**src/rtl/cnn_pkg.sv**
```systemverilog
// Shared constants and helpers for the CNN feature-map pipeline.
// The package has no ports. It provides:
//   CONV1_OUT_W, CONV1_OUT_H : conv1 output geometry (24x24)
//   CONV_DATA_BITS           : sample width for conv results (15)
//   POOL1_OUT_W              : pooled row width after 2x2/stride-2 (12)
//   relu()                   : clamps negative two's-complement values to zero
package cnn_pkg;

  localparam int CONV1_OUT_W    = 24;
  localparam int CONV1_OUT_H    = 24;
  localparam int CONV_DATA_BITS = 15;
  localparam int POOL1_OUT_W    = 12;

  // relu() works at 32 bits so that any sample width can use it. Callers
  // sign-extend their sample on the way in and truncate on the way out.
  function automatic logic [31:0] relu(input logic signed [31:0] x);
    return x[31] ? 32'd0 : 32'(x);
  endfunction

endpackage

```
**src/rtl/pool2x2_channel.sv**
```systemverilog
// One channel of ReLU + 2x2/stride-2 max-pooling.
// Position information comes from counters shared in the parent.
// Ports:
//   clk, rst_n  : clock and asynchronous active-high reset (rst_n = 1 resets)
//   accept_i    : a sample is being consumed this cycle
//   col_odd_i   : col[0] of the accepted sample
//   row_odd_i   : row[0] of the accepted sample
//   lb_addr_i   : col >> 1, which selects the line-buffer entry
//   din_i       : signed conv sample
//   pool_o      : registered pooled value, held between strobes
module pool2x2_channel
  import cnn_pkg::*;
#(
  parameter int DATA_BITS = CONV_DATA_BITS,
  parameter int LB_DEPTH  = POOL1_OUT_W,
  parameter int LB_AW     = 4
) (
  input  logic                 clk,
  input  logic                 rst_n,
  input  logic                 accept_i,
  input  logic                 col_odd_i,
  input  logic                 row_odd_i,
  input  logic [LB_AW-1:0]     lb_addr_i,
  input  logic [DATA_BITS-1:0] din_i,
  output logic [DATA_BITS-1:0] pool_o
);

  logic [DATA_BITS-1:0] r;
  logic [DATA_BITS-1:0] hmax;
  logic [DATA_BITS-1:0] lb_rd;
  logic [DATA_BITS-1:0] hold_q, hold_d;
  logic [DATA_BITS-1:0] pool_q, pool_d;
  logic                 lb_we;
  logic [DATA_BITS-1:0] lb_q [LB_DEPTH];

  always_comb begin
    r      = DATA_BITS'(relu(32'($signed(din_i))));
    // After ReLU the MSB is always 0, so unsigned compares are safe.
    hmax   = (r > hold_q) ? r : hold_q;
    lb_rd  = lb_q[lb_addr_i];
    hold_d = hold_q;
    pool_d = pool_q;
    lb_we  = accept_i && col_odd_i && !row_odd_i;
    if (accept_i && !col_odd_i) begin
      hold_d = r;
    end
    if (accept_i && col_odd_i && row_odd_i) begin
      pool_d = (lb_rd > hmax) ? lb_rd : hmax;
    end
  end

  always_ff @(posedge clk or posedge rst_n) begin
    if (rst_n) begin
      hold_q <= '0;
      pool_q <= '0;
    end else begin
      hold_q <= hold_d;
      pool_q <= pool_d;
    end
  end

  // The line buffer is not reset. Each entry is written on an even row
  // before the odd row of the same frame reads it.
  always_ff @(posedge clk) begin
    if (lb_we) begin
      lb_q[lb_addr_i] <= hmax;
    end
  end

  assign pool_o = pool_q;

endmodule

```
**src/rtl/maxpool_relu1.sv**
```systemverilog
// ReLU + 2x2/stride-2 max-pool across the three conv1 output channels.
// Input is raster-ordered and qualified by valid_in; gaps are allowed.
// Ports:
//   clk, rst_n             : clock and asynchronous active-high reset (rst_n = 1 resets)
//   valid_in               : conv_in_1..3 carry a pixel this cycle
//   conv_in_1..3           : signed conv results for the same pixel position
//   pool_out_1..3          : pooled, ReLU'd outputs (MSB always 0)
//   valid_out_pool         : one-cycle strobe qualifying pool_out_*
//   frame_done             : strobe on the last pooled output of a frame
module maxpool_relu1
  import cnn_pkg::*;
#(
  parameter int WIDTH     = CONV1_OUT_W,
  parameter int HEIGHT    = CONV1_OUT_H,
  parameter int DATA_BITS = CONV_DATA_BITS
) (
  input  logic                 clk,
  input  logic                 rst_n,
  input  logic                 valid_in,
  input  logic [DATA_BITS-1:0] conv_in_1,
  input  logic [DATA_BITS-1:0] conv_in_2,
  input  logic [DATA_BITS-1:0] conv_in_3,
  output logic [DATA_BITS-1:0] pool_out_1,
  output logic [DATA_BITS-1:0] pool_out_2,
  output logic [DATA_BITS-1:0] pool_out_3,
  output logic                 valid_out_pool,
  output logic                 frame_done
);

  localparam int CW    = $clog2(WIDTH);
  localparam int RW    = $clog2(HEIGHT);
  localparam int LB_AW = CW - 1;

  logic [CW-1:0] col_q, col_d;
  logic [RW-1:0] row_q, row_d;
  logic          valid_q, valid_d;
  logic          done_q, done_d;
  logic          col_last, row_last;

  logic [DATA_BITS-1:0] din  [3];
  logic [DATA_BITS-1:0] dout [3];

  always_comb begin
    col_last = (col_q == CW'(WIDTH - 1));
    row_last = (row_q == RW'(HEIGHT - 1));
    col_d    = col_q;
    row_d    = row_q;
    if (valid_in) begin
      if (col_last) begin
        col_d = '0;
        // The row counter wraps, so the next frame can follow with no idle cycle.
        row_d = row_last ? '0 : row_q + RW'(1);
      end else begin
        col_d = col_q + CW'(1);
      end
    end
    // An odd row and odd column mark the bottom-right pixel of a 2x2 window.
    valid_d = valid_in && col_q[0] && row_q[0];
    done_d  = valid_in && col_last && row_last;
  end

  always_ff @(posedge clk or posedge rst_n) begin
    if (rst_n) begin
      col_q   <= '0;
      row_q   <= '0;
      valid_q <= 1'b0;
      done_q  <= 1'b0;
    end else begin
      col_q   <= col_d;
      row_q   <= row_d;
      valid_q <= valid_d;
      done_q  <= done_d;
    end
  end

  assign din[0] = conv_in_1;
  assign din[1] = conv_in_2;
  assign din[2] = conv_in_3;

  for (genvar ch = 0; ch < 3; ch++) begin : g_ch
    pool2x2_channel #(
      .DATA_BITS (DATA_BITS),
      .LB_DEPTH  (WIDTH / 2),
      .LB_AW     (LB_AW)
    ) u_chan (
      .clk       (clk),
      .rst_n     (rst_n),
      .accept_i  (valid_in),
      .col_odd_i (col_q[0]),
      .row_odd_i (row_q[0]),
      .lb_addr_i (col_q[CW-1:1]),
      .din_i     (din[ch]),
      .pool_o    (dout[ch])
    );
  end

  assign pool_out_1     = dout[0];
  assign pool_out_2     = dout[1];
  assign pool_out_3     = dout[2];
  assign valid_out_pool = valid_q;
  assign frame_done     = done_q;

endmodule

```
**config.mk**
```make
export PLATFORM = sky130hd
export DESIGN_NAME = maxpool_relu1
export DESIGN_NICKNAME = d
export VERILOG_FILES = /design/src/rtl/cnn_pkg.sv /design/src/rtl/pool2x2_channel.sv /design/src/rtl/maxpool_relu1.sv
export SDC_FILE = /design/constraint.sdc
export NUM_CORES = 1
export LEC_CHECK = 0
export CORE_ASPECT_RATIO = 1.5
export CORE_UTILIZATION = 58
export CTS_BUF_LIST = sky130_fd_sc_hd__clkbuf_4 sky130_fd_sc_hd__clkbuf_8 sky130_fd_sc_hd__clkbuf_16
export DETAILED_ROUTE_END_ITERATION = 7
export PLACE_DENSITY = 0.84
export SLEW_MARGIN = 25
export SYNTH_ARGS = -nofsm -noshare
export SYNTH_HDL_FRONTEND = slang
export SYNTH_SLANG_ARGS = --single-unit
```
**constraint.sdc**
```tcl
create_clock -name clk -period 6.1 [get_ports clk]
set_input_delay 1.22 -clock clk [delete_from_list [all_inputs] [get_ports clk]]
set_output_delay 1.22 -clock clk [all_outputs]
set_load 0.02 [all_outputs]
```
==> results of run 1 <==
## cells in the final DEF, fill, tap and decap left out, drive strengths merged, types with 6 or more instances in the layout
cell           netlist  routed
a41oi               13      13
o221ai              26      26
mux4               126     126
buf                 44      60
nor2b               29      29
ha                  83      83
mux2i               53      53
dfrtp               96      96
edfxtp             504     504
nor3                21      21
clkinv               1      19
bufinv               0       6
o211ai              41      41
mux2                29      29
nand4               10      10
inv                 96      99
clkdlybuf4s50        0      91
nor2                48      48
clkbuf              44      68
a211oi              18      18
nand3               59      59
a21oi               24      24
nand2              118     118
a21o                10      10
o21ai               85      85
nand2b              24      24
## final cells by class
type,count,area [um2],area share [%]
clock buffers,68,1490,4.96
repair buffers,151,1410,4.70
inverters,97,367,1.22
flip-flops and latches,600,17500,58.3
clock inverters,32,333,1.11
multi-input cells,867,8230,27.3
well taps,582,728,2.42
## synthesized netlist by cell type, types with 3 or more instances
master / count / share of area (%)
edfxtp_1: 504 / 57
mux4_2: 126 / 11
nand2_1: 118 / 1.7
dfrtp_1: 96 / 9.1
inv_1: 96 / 1.4
ha_1: 83 / 3.9
o21ai_0: 81 / 1.5
nand3_1: 59 / 1.1
nor2_1: 48 / 0.68
mux2i_1: 45 / 1.7
clkbuf_1: 44 / 0.62
o211ai_1: 32 / 0.91
mux2_2: 29 / 1.2
nor2b_1: 29 / 0.68
a21oi_1: 24 / 0.45
nand2b_1: 22 / 0.52
nor3_1: 20 / 0.38
a211oi_1: 18 / 0.51
buf_2: 17 / 0.32
o221ai_1: 16 / 0.53
buf_4: 14 / 0.40
a41oi_1: 13 / 0.43
a21o_1: 10 / 0.28
nand4_1: 10 / 0.24
o221ai_2: 10 / 0.57
o211ai_2: 9 / 0.43
mux2i_2: 8 / 0.42
buf_1: 7 / 0.099
buf_6: 5 / 0.21
xnor2_1: 5 / 0.17
a221oi_1: 3 / 0.099
and2b_1: 3 / 0.085
and3_1: 3 / 0.071
nor4_1: 3 / 0.071
## worst min-delay path: stages (launching register included)
cell      delay, ns
dfrtp_1        0.36
nand2_1        0.07
o211ai_2       0.05
## where the power goes
group	switching, W	internal, W	leakage [nW]
sequential	0.000399	0.00515	5.85
combinational	0.00291	0.00209	4.02
clock	0.00149	0.00200	0.892
## metrics by stage
step                      utilization, %  power [W]  setup slack [ns]
after CTS                           66.9     0.0140             0.635
final                               67.0     0.0140             0.450
after detailed placement            62.9     0.0104             0.100
after floorplan                        -    0.00887             0.816
after global placement              62.8     0.0102             0.210
after global routing                67.0     0.0147             0.209
## registers in the layout, indices dropped and copies added, names as in the netlist
register and cells:
g_ch.u_chan.hold_q 42, g_ch.u_chan.lb_q 504, valid_out_pool 1, frame_done 1, row_q 5, col_q 5
g_ch.u_chan.pool_o 42
## routing by layer
metal	part of all wire, %	wire length, um	vias to the layer above	track usage (%)
met5	0.013	8	-	0
met4	4.8	3000	2	13.9
met3	8.5	5310	226	4.32
met2	51	31900	985	46.3
met1	36	22500	7996	35.2
li1	-	-	6673	-
## kinds of logic after synthesis
group	synth area share [%]
AO/OA/AOI/OAI	6.56
XOR/XNOR	0.231
adder cells (fa/ha/maj)	3.92
buffers and inverters	3.08
flip-flops	66.2
multiplexers	14.1
other	0.0142
AND/OR/NAND/NOR	5.91
## path summary, 6_finish.rpt
check,from,endpoint,slack [ns],cells past startpoint
max reg2reg,g_ch[2].u_chan.hold_q[6]$_DFFE_PP0P_,g_ch[2].u_chan.pool_o[0]$_DFFE_PP0P_,1.74,15
min reg2reg,g_ch[0].u_chan.pool_o[1]$_DFFE_PP0P_,g_ch[0].u_chan.pool_o[1]$_DFFE_PP0P_,0.51,2
min,g_ch[0].u_chan.pool_o[1]$_DFFE_PP0P_,g_ch[0].u_chan.pool_o[1]$_DFFE_PP0P_,0.51,2
min in group asynchronous,rst_n,g_ch[0].u_chan.hold_q[4]$_DFFE_PP0P_,1.19,2
max,conv_in_3[14],g_ch[2].u_chan.pool_o[0]$_DFFE_PP0P_,0.45,17
max in group asynchronous,rst_n,col_q[2]$_DFFE_PP0P_,3.83,3
==> summary.txt, run 1 <==
======================================================================================
Number of clock sinks                                                              600
Static leakage                                                                 10.8 nW
Required time reported for the critical path endpoint                          6.57 ns
Syn Area/Cell                                                                 16.1 um2
Number of remaining DRC errors                                                       0
FMAX                                                                           177 MHz
Core Box Area                                                               44,900 um2
Total track usage                                                                27.7%
Post-DP Area                                                                28,300 um2
Flops & latches, synth                                                             600
Number of hold-repair buffers added at the cts stage                                 0
Element type at the critical path start                                   primary input
Gp weighted congestion                                                           0.903
# rows                                                                              95
EDFF count, synth                                                                  504
Sum of routed wire length over all layers                                      62.7 mm
Largest net degree at the start of global routing                                   65
GR Overflow Total                                                                    0
Number of global-route vias before repair                                       16,584
Number of buffer cells added on primary ports                                       91
Die extent in x                                                                 176 um
Biggest cell delay along the critical path                                     0.79 ns
Post-route worst hold slack                                                   0.508 ns
Ratio of cells with drive above 1 in the final layout                            20.1%
Power density normalized to cell area                                       466 nW/um2
Ys flop type                                                                  edfxtp_1
Count of mapped cells out of synthesis                                           1,650
Htree depth                                                                          2
Endpoints failing hold                                                               0
Fill cell instance count of the final layout                                     2,842
Final instance area                                                         30,100 um2
Measured slew at the worst slew-check pin                                     0.897 ns
Root buffer selected by CTS                                                  clkbuf_16
Number of buffers created by CTS                                                    53
Area added between synthesis and finish                                          13.7%
Total setup buffers inserted after CTS                                               0
Library cell contributing the largest single delay on the critical path   clkdlybuf4s50_1
Wire length of the first global-routing pass                                   96.5 mm
Starting utilization of the core area                                            58.9%
Number of top-level pins                                                            95
Type of the setup path with the least slack                               primary input to flop
Number of DRC violations after detailed-routing iteration 0                      1,989
Via density per instance                                                          6.63
Worst relative slew slack                                                        40.1%
Unrepaired setup endpoints after global routing                                  false
Arrival time worst endpoint                                                    6.12 ns
Share of async-settable or async-resettable flops after synthesis                16.0%
DRT Pass-1 Iters                                                                     5
Antenna violation net count after detailed routing                                   0
Endpoints failing setup                                                              0
Maximum fanout count along the critical path                                        14
Chain of cells forming the critical path                                  clkdlybuf4s50_1 -> nand2b_1 -> inv_1 -> ha_1 -> and3_1 -> nand4_1 -> or3b_1 -> o21ai_4 -> buf_4 -> o221ai_2 -> ha_1 -> and4_1 -> a21boi_0 -> o31ai_1 -> a21oi_1 -> nand2b_1 -> o211ai_1
Minimum period implied by the final worst setup slack                          5.65 ns
Family of cells with the greatest summed delay on the critical path       simple AND/OR/NAND/NOR gates
Post-cts resize count                                                                0
Final Net Count                                                                  1,901
Fraction of the cycle the final worst path needs                                 92.6%
Clock tree from TritonCTS                                                          yes
Count of inserted antenna diode cells                                                0
Total of warnings raised by yosys                                                    0
Register clock-pin slew on the reported worst setup and hold paths             0.07 ns
Critical Path End Type                                                            flop
Initial antenna violation count                                                      1
Max-cap violation count                                                              0
Via Count                                                                       15,882
Detailed placer's ending HPWL                                                  36.6 mm
Worst min-delay path category                                             flop to flop
Worst-case clock buffer depth                                                        3
Clock skew after layout                                                      0.0199 ns
Unique masters post-synth                                                           63
Die outline area                                                            46,500 um2
Bufs and invs on worst path                                                          3
Result of the run                                                            completed
Final TNS setup                                                                   0 ns
Worst vdd rail ir drop                                                        0.270 mV
Number of pins with negative max-slew slack in the final report                      0
Count of placed standard cells including taps                                    2,296
Non-filler instance count after layout                                           2,397
Portion of the post-synthesis area used by sequential elements                   66.2%
Clock insertion delay at the later pin of the skew report                      0.59 ns
Post-detailed-route wirelength per cell                                        26.1 um
Chip Height                                                                     264 um
Netlist area before placement                                               26,500 um2
======================================================================================
Note: power is estimated with default switching activity, not from simulation.
==> run 2, diff against run 1 <==
Settings changed: CTS_BUF_LIST sky130_fd_sc_hd__clkbuf_4 sky130_fd_sc_hd__clkbuf_8 sky130_fd_sc_hd__clkbuf_16 to sky130_fd_sc_hd__clkbuf_2 sky130_fd_sc_hd__clkbuf_4 sky130_fd_sc_hd__clkbuf_8.
==> run 2 against run 1 <==
Net effect:
- combinational power decreased by 2%
- design area about the same
- worst hold slack got worse by 0.0028 ns
- clock skew increased by 0.011 ns
- sequential share of layout area about the same
- die area unchanged
- sequential cell count unchanged
- critical path type unchanged
- largest cell class unchanged
==> summary.txt, run 2 (same netlist as run 1, synthesis figures left out) <==
======================================================================================
Result of the run                                                            completed   unchanged
Post-detailed-route wirelength per cell                                        24.3 um   was 26.1 um
# rows                                                                              95   unchanged
Total track usage                                                                26.4%   was 27.7%
Via density per instance                                                          6.34   was 6.63
Post-route worst hold slack                                                   0.505 ns   was 0.508 ns
Largest register FFs                                                               504   unchanged
Biggest cell delay along the critical path                                     0.82 ns   was 0.79 ns
Power density normalized to cell area                                       456 nW/um2   was 466 nW/um2
Number of hold-repair buffers added at the cts stage                                 0   unchanged
Starting utilization of the core area                                            58.9%   unchanged
Largest net degree at the start of global routing                                   65   unchanged
Chain of cells forming the critical path                                  clkdlybuf4s50_1 -> nand2b_1 -> inv_1 -> ha_1 -> and3_1 -> nand4_1 -> or3b_1 -> o21ai_4 -> buf_4 -> o221ai_2 -> ha_1 -> and4_1 -> a21boi_0 -> o31ai_1 -> a21oi_1 -> nand2b_1 -> o211ai_1   unchanged
Count of placed standard cells including taps                                    2,296   unchanged
Wire length of the first global-routing pass                                   92.3 mm   was 96.5 mm
Reg-to-reg slack, setup                                                        1.84 ns   was 1.74 ns
Number of clock sinks                                                              600   unchanged
DRT Pass-1 Iters                                                                     6   was 5
Family of cells with the greatest summed delay on the critical path       simple AND/OR/NAND/NOR gates   unchanged
Measured slew at the worst slew-check pin                                     0.884 ns   was 0.897 ns
Max-cap violation count                                                              0   unchanged
FMAX                                                                           182 MHz   was 177 MHz
Final Net Count                                                                  1,935   was 1,901
Die extent in x                                                                 176 um   unchanged
Number of pins with negative max-slew slack in the final report                      0   unchanged
GR Overflow Total                                                                    0   unchanged
Element type at the critical path start                                   primary input   unchanged
Root buffer selected by CTS                                                   clkbuf_8   was clkbuf_16
Leading cell types in the layout, fill and taps excluded                  504 x edfxtp_1, 126 x mux4_2, 117 x nand2_1, 101 x clkbuf_8, 95 x inv_1   was 504 x edfxtp_1, 126 x mux4_2, 117 x nand2_1, 95 x inv_1, 92 x dfrtp_1
Gp weighted congestion                                                           0.903   unchanged
Design Power                                                                  0.0137 W   was 0.0140 W
Number of global-route vias before repair                                       16,419   was 16,584
Antenna violation net count after detailed routing                                   0   unchanged
Post-cts resize count                                                                0   unchanged
Final TNS setup                                                                   0 ns   unchanged
Critical Path End Type                                                            flop   unchanged
Non-filler instance count after layout                                           2,462   was 2,397
Type of the setup path with the least slack                               primary input to flop   unchanged
Endpoints failing setup                                                              0   unchanged
Number of top-level pins                                                            95   unchanged
Bufs and invs on worst path                                                          3   unchanged
Most common cell after layout, fill and taps aside                            edfxtp_1   unchanged
Number of DRC violations after detailed-routing iteration 0                      1,994   was 1,989
Initial antenna violation count                                                      1   unchanged
Register with the most flip-flops                                         g_ch.u_chan.lb_q   unchanged
Arrival time worst endpoint                                                    6.02 ns   was 6.12 ns
Maximum fanout count along the critical path                                        14   unchanged
Worst min-delay path category                                             flop to flop   unchanged
Clock tree from TritonCTS                                                          yes   unchanged
Number of remaining DRC errors                                                       0   unchanged
Clock skew after layout                                                      0.0311 ns   was 0.0199 ns
Fraction of the cycle the final worst path needs                                 90.2%   was 92.6%
Worst relative slew slack                                                        40.9%   was 40.1%
Static leakage                                                                 10.8 nW   about the same
Area added between synthesis and finish                                          13.6%   was 13.7%
Worst-case clock buffer depth                                                        3   unchanged
Core Box Area                                                               44,900 um2   unchanged
Detailed placer's ending HPWL                                                  36.6 mm   unchanged
Total setup buffers inserted after CTS                                               0   unchanged
Htree depth                                                                          3   was 2
Ratio of cells with drive above 1 in the final layout                            22.5%   was 20.1%
Unrepaired setup endpoints after global routing                                  false   unchanged
Library cell contributing the largest single delay on the critical path   clkdlybuf4s50_1   unchanged
Required time reported for the critical path endpoint                          6.61 ns   was 6.57 ns
Minimum period implied by the final worst setup slack                          5.50 ns   was 5.65 ns
Die outline area                                                            46,500 um2   unchanged
Clock insertion delay at the later pin of the skew report                      0.66 ns   was 0.59 ns
Register clock-pin slew on the reported worst setup and hold paths             0.07 ns   about the same
Sum of routed wire length over all layers                                      59.8 mm   was 62.7 mm
Number of buffers created by CTS                                                    87   was 53
Chip Height                                                                     264 um   unchanged
Worst vdd rail ir drop                                                        0.288 mV   was 0.270 mV
Via Count                                                                       15,607   was 15,882
Number of buffer cells added on primary ports                                       91   unchanged
Endpoints failing hold                                                               0   unchanged
======================================================================================
## run 2: cell count changes in the layout (fill, tap and decap cells not counted), moves of 4 or more
cell,before,now
bufinv_16,6,2
clkbuf_16,55,0
clkbuf_4,10,21
clkbuf_8,3,101
clkinv_1,11,16
clkinv_2,5,17
## run 2: where the power goes
group          total (W)  leakage, nW  internal (W)  switching, W
sequential       0.00554         5.85       0.00515      0.000387
combinational    0.00489         4.02       0.00208       0.00281
clock            0.00328        0.959       0.00174       0.00154
total             0.0137         10.8       0.00898       0.00474
## run 2: layer usage
layer	track usage (%)	wire, um
met4	12.8	2190
met2	43.6	30500
met3	4.99	4610
met5	0	0
met1	33.4	22400
## run 2: final cells by class
cell class	instances	area [um2]
Sequential cell	600	17500
Fill cell	2847	14800
Multi-Input combinational cell	867	8230
Clock buffer	122	1550
Timing Repair Buffer	151	1410
Tap cell	582	728
Inverter	97	367
Clock inverter	41	259
Antenna cell	2	5.00
## run 2: per-stage QoR
step	utilization [%]	setup WS (ns)	cell area, um2
after detailed placement	62.9	0.100	28300
final	67.0	0.598	30100
after global routing	67.0	0.349	30100
after global placement	62.8	0.210	28200
after CTS	66.9	0.751	30100
after floorplan	-	0.816	26500
## run 2: path summary, 6_finish.rpt
path / endpoint / from / depth (start not counted)
min in group asynchronous: g_ch[2].u_chan.hold_q[6]$_DFFE_PP0P_ / rst_n / 2
max in group asynchronous: col_q[2]$_DFFE_PP0P_ / rst_n / 3
min: g_ch[0].u_chan.pool_o[1]$_DFFE_PP0P_ / g_ch[0].u_chan.pool_o[1]$_DFFE_PP0P_ / 2
min reg2reg: g_ch[0].u_chan.pool_o[1]$_DFFE_PP0P_ / g_ch[0].u_chan.pool_o[1]$_DFFE_PP0P_ / 2
max: g_ch[2].u_chan.pool_o[3]$_DFFE_PP0P_ / conv_in_3[14] / 17
max reg2reg: g_ch[2].u_chan.pool_o[3]$_DFFE_PP0P_ / g_ch[2].u_chan.hold_q[6]$_DFFE_PP0P_ / 15
## run 2: worst reg2reg max path: cells and delay by family (launching register included)
kind                     cells  cell delay [ns]
buffers and inverters        2             0.32
flip-flops                   1             0.41
AND/OR/NAND/NOR              5             1.59
AO/OA/AOI/OAI                6             1.16
adder cells (fa/ha/maj)      2             0.64
==> run 3, diff against run 2 <==
Settings changed: CORE_UTILIZATION 58 to 55, PLACE_DENSITY 0.84 to 0.81.
==> run 3 against run 2 <==
Net effect:
- combinational power down 2%
- wire length shrank 1.6%
- sequential cell count is the same
- critical path type unchanged
- global-route usage down 1.6 points
- clock power up 6.1%
- critical path depth unchanged
- sequential share of layout area fell by 0.19 points
- clock-buffer cell count decreased by 6
- core utilization fell by 3.5 points
- critical endpoint is now g_ch[2].u_chan.pool_o[4]$_DFFE_PP0P_
- design area is 0.32% higher
- clock skew increased by 0.0017 ns
==> summary.txt, run 3 (same netlist as run 1, synthesis figures left out) <==
======================================================================================
Clock tree from TritonCTS                                                          yes   unchanged
Number of top-level pins                                                            95   unchanged
NetSw                                                                        0.00473 W   was 0.00474 W
Fraction of the cycle the final worst path needs                                 87.5%   was 90.2%
Combinational share of power                                                     34.4%   was 35.7%
Post-DP Area                                                                28,300 um2   about the same
Post-detailed-route wirelength per cell                                        23.8 um   was 24.3 um
Core Box Area                                                               47,600 um2   was 44,900 um2
Largest register FFs                                                               504   unchanged
Leading cell types in the layout, fill and taps excluded                  504 x edfxtp_1, 126 x mux4_2, 117 x nand2_1, 95 x inv_1   was 504 x edfxtp_1, 126 x mux4_2, 117 x nand2_1, 101 x clkbuf_8, 95 x inv_1
DRT Pass-1 Iters                                                                     6   unchanged
Worst vdd rail ir drop                                                        0.283 mV   was 0.288 mV
Critical Path End Type                                                            flop   unchanged
Worst relative slew slack                                                        29.1%   was 40.9%
Clock insertion delay at the later pin of the skew report                      0.67 ns   was 0.66 ns
# rows                                                                              98   was 95
Via density per instance                                                          6.22   was 6.34
Chain of cells forming the critical path                                  clkdlybuf4s50_1 -> nand2b_1 -> inv_1 -> ha_1 -> a21oi_1 -> nor2_1 -> a211oi_1 -> o21ai_0 -> a21o_1 -> mux2_2 -> ha_1 -> and4_1 -> a21boi_0 -> o31ai_1 -> a21oi_1 -> nand2b_1 -> o211ai_1   was clkdlybuf4s50_1 -> nand2b_1 -> inv_1 -> ha_1 -> and3_1 -> nand4_1 -> or3b_1 -> o21ai_4 -> buf_4 -> o221ai_2 -> ha_1 -> and4_1 -> a21boi_0 -> o31ai_1 -> a21oi_1 -> nand2b_1 -> o211ai_1
Max-cap violation count                                                              0   unchanged
GR Overflow Total                                                                    0   unchanged
Area added between synthesis and finish                                          14.0%   was 13.6%
Number of buffers created by CTS                                                    87   unchanged
Static leakage                                                                 10.8 nW   about the same
Cell count of the worst hold path                                                    2   unchanged
Gp weighted congestion                                                           0.903   about the same
Crit. path cell count                                                               17   unchanged
Register with the most flip-flops                                         g_ch.u_chan.lb_q   unchanged
Bufs and invs on worst path                                                          2   was 3
Power density normalized to cell area                                       460 nW/um2   was 456 nW/um2
Cell-internal power                                                          0.00915 W   was 0.00898 W
Fraction of power consumed by sequential logic                                   40.6%   was 40.4%
Root buffer selected by CTS                                                   clkbuf_8   unchanged
Number of DRC violations after detailed-routing iteration 0                      1,103   was 1,994
Endpoints failing setup                                                              0   unchanged
Required time reported for the critical path endpoint                          6.65 ns   was 6.61 ns
Initial antenna violation count                                                      1   unchanged
Htree depth                                                                          3   unchanged
Number of pins with negative max-slew slack in the final report                      0   unchanged
Total track usage                                                                24.8%   was 26.4%
Largest net degree at the start of global routing                                   71   was 65
Final instance area                                                         30,200 um2   was 30,100 um2
Utilization after layout                                                         63.5%   was 67.0%
Antenna violation net count after detailed routing                                   0   unchanged
Endpoints failing hold                                                               0   unchanged
Wire length of the first global-routing pass                                   91.3 mm   was 92.3 mm
Post-cts resize count                                                                0   unchanged
FMAX                                                                           187 MHz   was 182 MHz
Minimum period implied by the final worst setup slack                          5.34 ns   was 5.50 ns
Post-route worst hold slack                                                   0.506 ns   was 0.505 ns
Measured slew at the worst slew-check pin                                      1.06 ns   was 0.884 ns
Element type at the critical path start                                   primary input   unchanged
Maximum fanout count along the critical path                                        14   unchanged
Type of the setup path with the least slack                               primary input to flop   unchanged
Clock power frac                                                                 25.1%   was 23.9%
Via Count                                                                       15,398   was 15,607
Number of hold-repair buffers added at the cts stage                                 0   unchanged
Sw Share                                                                         34.1%   was 34.6%
Worst min-delay path category                                             flop to flop   unchanged
Library cell contributing the largest single delay on the critical path   clkdlybuf4s50_1   unchanged
Design Power                                                                  0.0139 W   was 0.0137 W
Biggest cell delay along the critical path                                     0.77 ns   was 0.82 ns
Sum of routed wire length over all layers                                      58.8 mm   was 59.8 mm
Ratio of cells with drive above 1 in the final layout                            22.6%   was 22.5%
Unrepaired setup endpoints after global routing                                  false   unchanged
Starting utilization of the core area                                            55.7%   was 58.9%
Number of remaining DRC errors                                                       0   unchanged
Number of clock sinks                                                              600   unchanged
Number of buffer cells added on primary ports                                       91   unchanged
Arrival time worst endpoint                                                    5.89 ns   was 6.02 ns
Final Net Count                                                                  1,935   unchanged
Clock skew after layout                                                      0.0328 ns   was 0.0311 ns
Number of global-route vias before repair                                       16,066   was 16,419
Worst-case clock buffer depth                                                        3   unchanged
Final TNS setup                                                                   0 ns   unchanged
Most common cell after layout, fill and taps aside                            edfxtp_1   unchanged
Result of the run                                                            completed   unchanged
Detailed placer's ending HPWL                                                  37.6 mm   was 36.6 mm
Die outline area                                                            49,100 um2   was 46,500 um2
Chip Height                                                                     271 um   was 264 um
R2r worst-path depth                                                                11   was 15
Family of cells with the greatest summed delay on the critical path       compound AO/OA/AOI/OAI gates   was simple AND/OR/NAND/NOR gates
Die extent in x                                                                 181 um   was 176 um
Total setup buffers inserted after CTS                                               0   unchanged
Register clock-pin slew on the reported worst setup and hold paths             0.07 ns   about the same
======================================================================================
## run 3: worst min-delay path, stage by stage (launching register included)
cell and delay (ns):
dfrtp_1 0.35, nand2_1 0.05, o211ai_1 0.07
## run 3: power by group through the flow
| stage | Clock (W) | Combinational, W | Sequential (W) |
|---|---|---|---|
| 6_report | 0.00348 | 0.00477 | 0.00563 |
| 5_1_grt | 0.00369 | 0.00516 | 0.00568 |
| 4_1_cts | 0.00353 | 0.00476 | 0.00564 |
| 3_5_place_dp | 0 | 0.00474 | 0.00572 |
| 3_3_place_gp | 0 | 0.00457 | 0.00570 |
| 2_1_floorplan | 0 | 0.00335 | 0.00552 |
## run 3: final cells by class
type | instances | area (um2)
Fill cell | 3235 | 17400
Clock buffer | 116 | 1450
Timing Repair Buffer | 151 | 1390
Tap cell | 600 | 751
Antenna cell | 1 | 2.50
Clock inverter | 42 | 458
Multi-Input combinational cell | 867 | 8230
Inverter | 97 | 367
Sequential cell | 600 | 17500
## run 3: through the flow
step,setup WS (ns),instances
CTS,0.789,2473
finish,0.760,2474
global route,0.448,2474
global placement,0.186,2315
detailed placement,0.0808,2315
floorplan,0.816,1652
## run 3: routing by layer
metal  track usage, %  wire (um)
met4             12.3       2380
met2             43.4      30500
met3             3.16       3680
met1             30.2      22200
met5                0          0
## run 3: worst paths after layout
kind / start / end / slack, ns
max in group asynchronous: rst_n / g_ch[1].u_chan.hold_q[3]$_DFFE_PP0P_ / 3.97
worst min-delay path: g_ch[2].u_chan.pool_o[9]$_DFFE_PP0P_ / g_ch[2].u_chan.pool_o[9]$_DFFE_PP0P_ / 0.51
min in group asynchronous: rst_n / g_ch[0].u_chan.hold_q[1]$_DFFE_PP0P_ / 1.12
worst max register to register: col_q[2]$_DFFE_PP0P_ / g_ch[2].u_chan.pool_o[4]$_DFFE_PP0P_ / 1.63
worst min register to register: g_ch[2].u_chan.pool_o[9]$_DFFE_PP0P_ / g_ch[2].u_chan.pool_o[9]$_DFFE_PP0P_ / 0.51
worst max-delay path: conv_in_3[14] / g_ch[2].u_chan.pool_o[4]$_DFFE_PP0P_ / 0.76
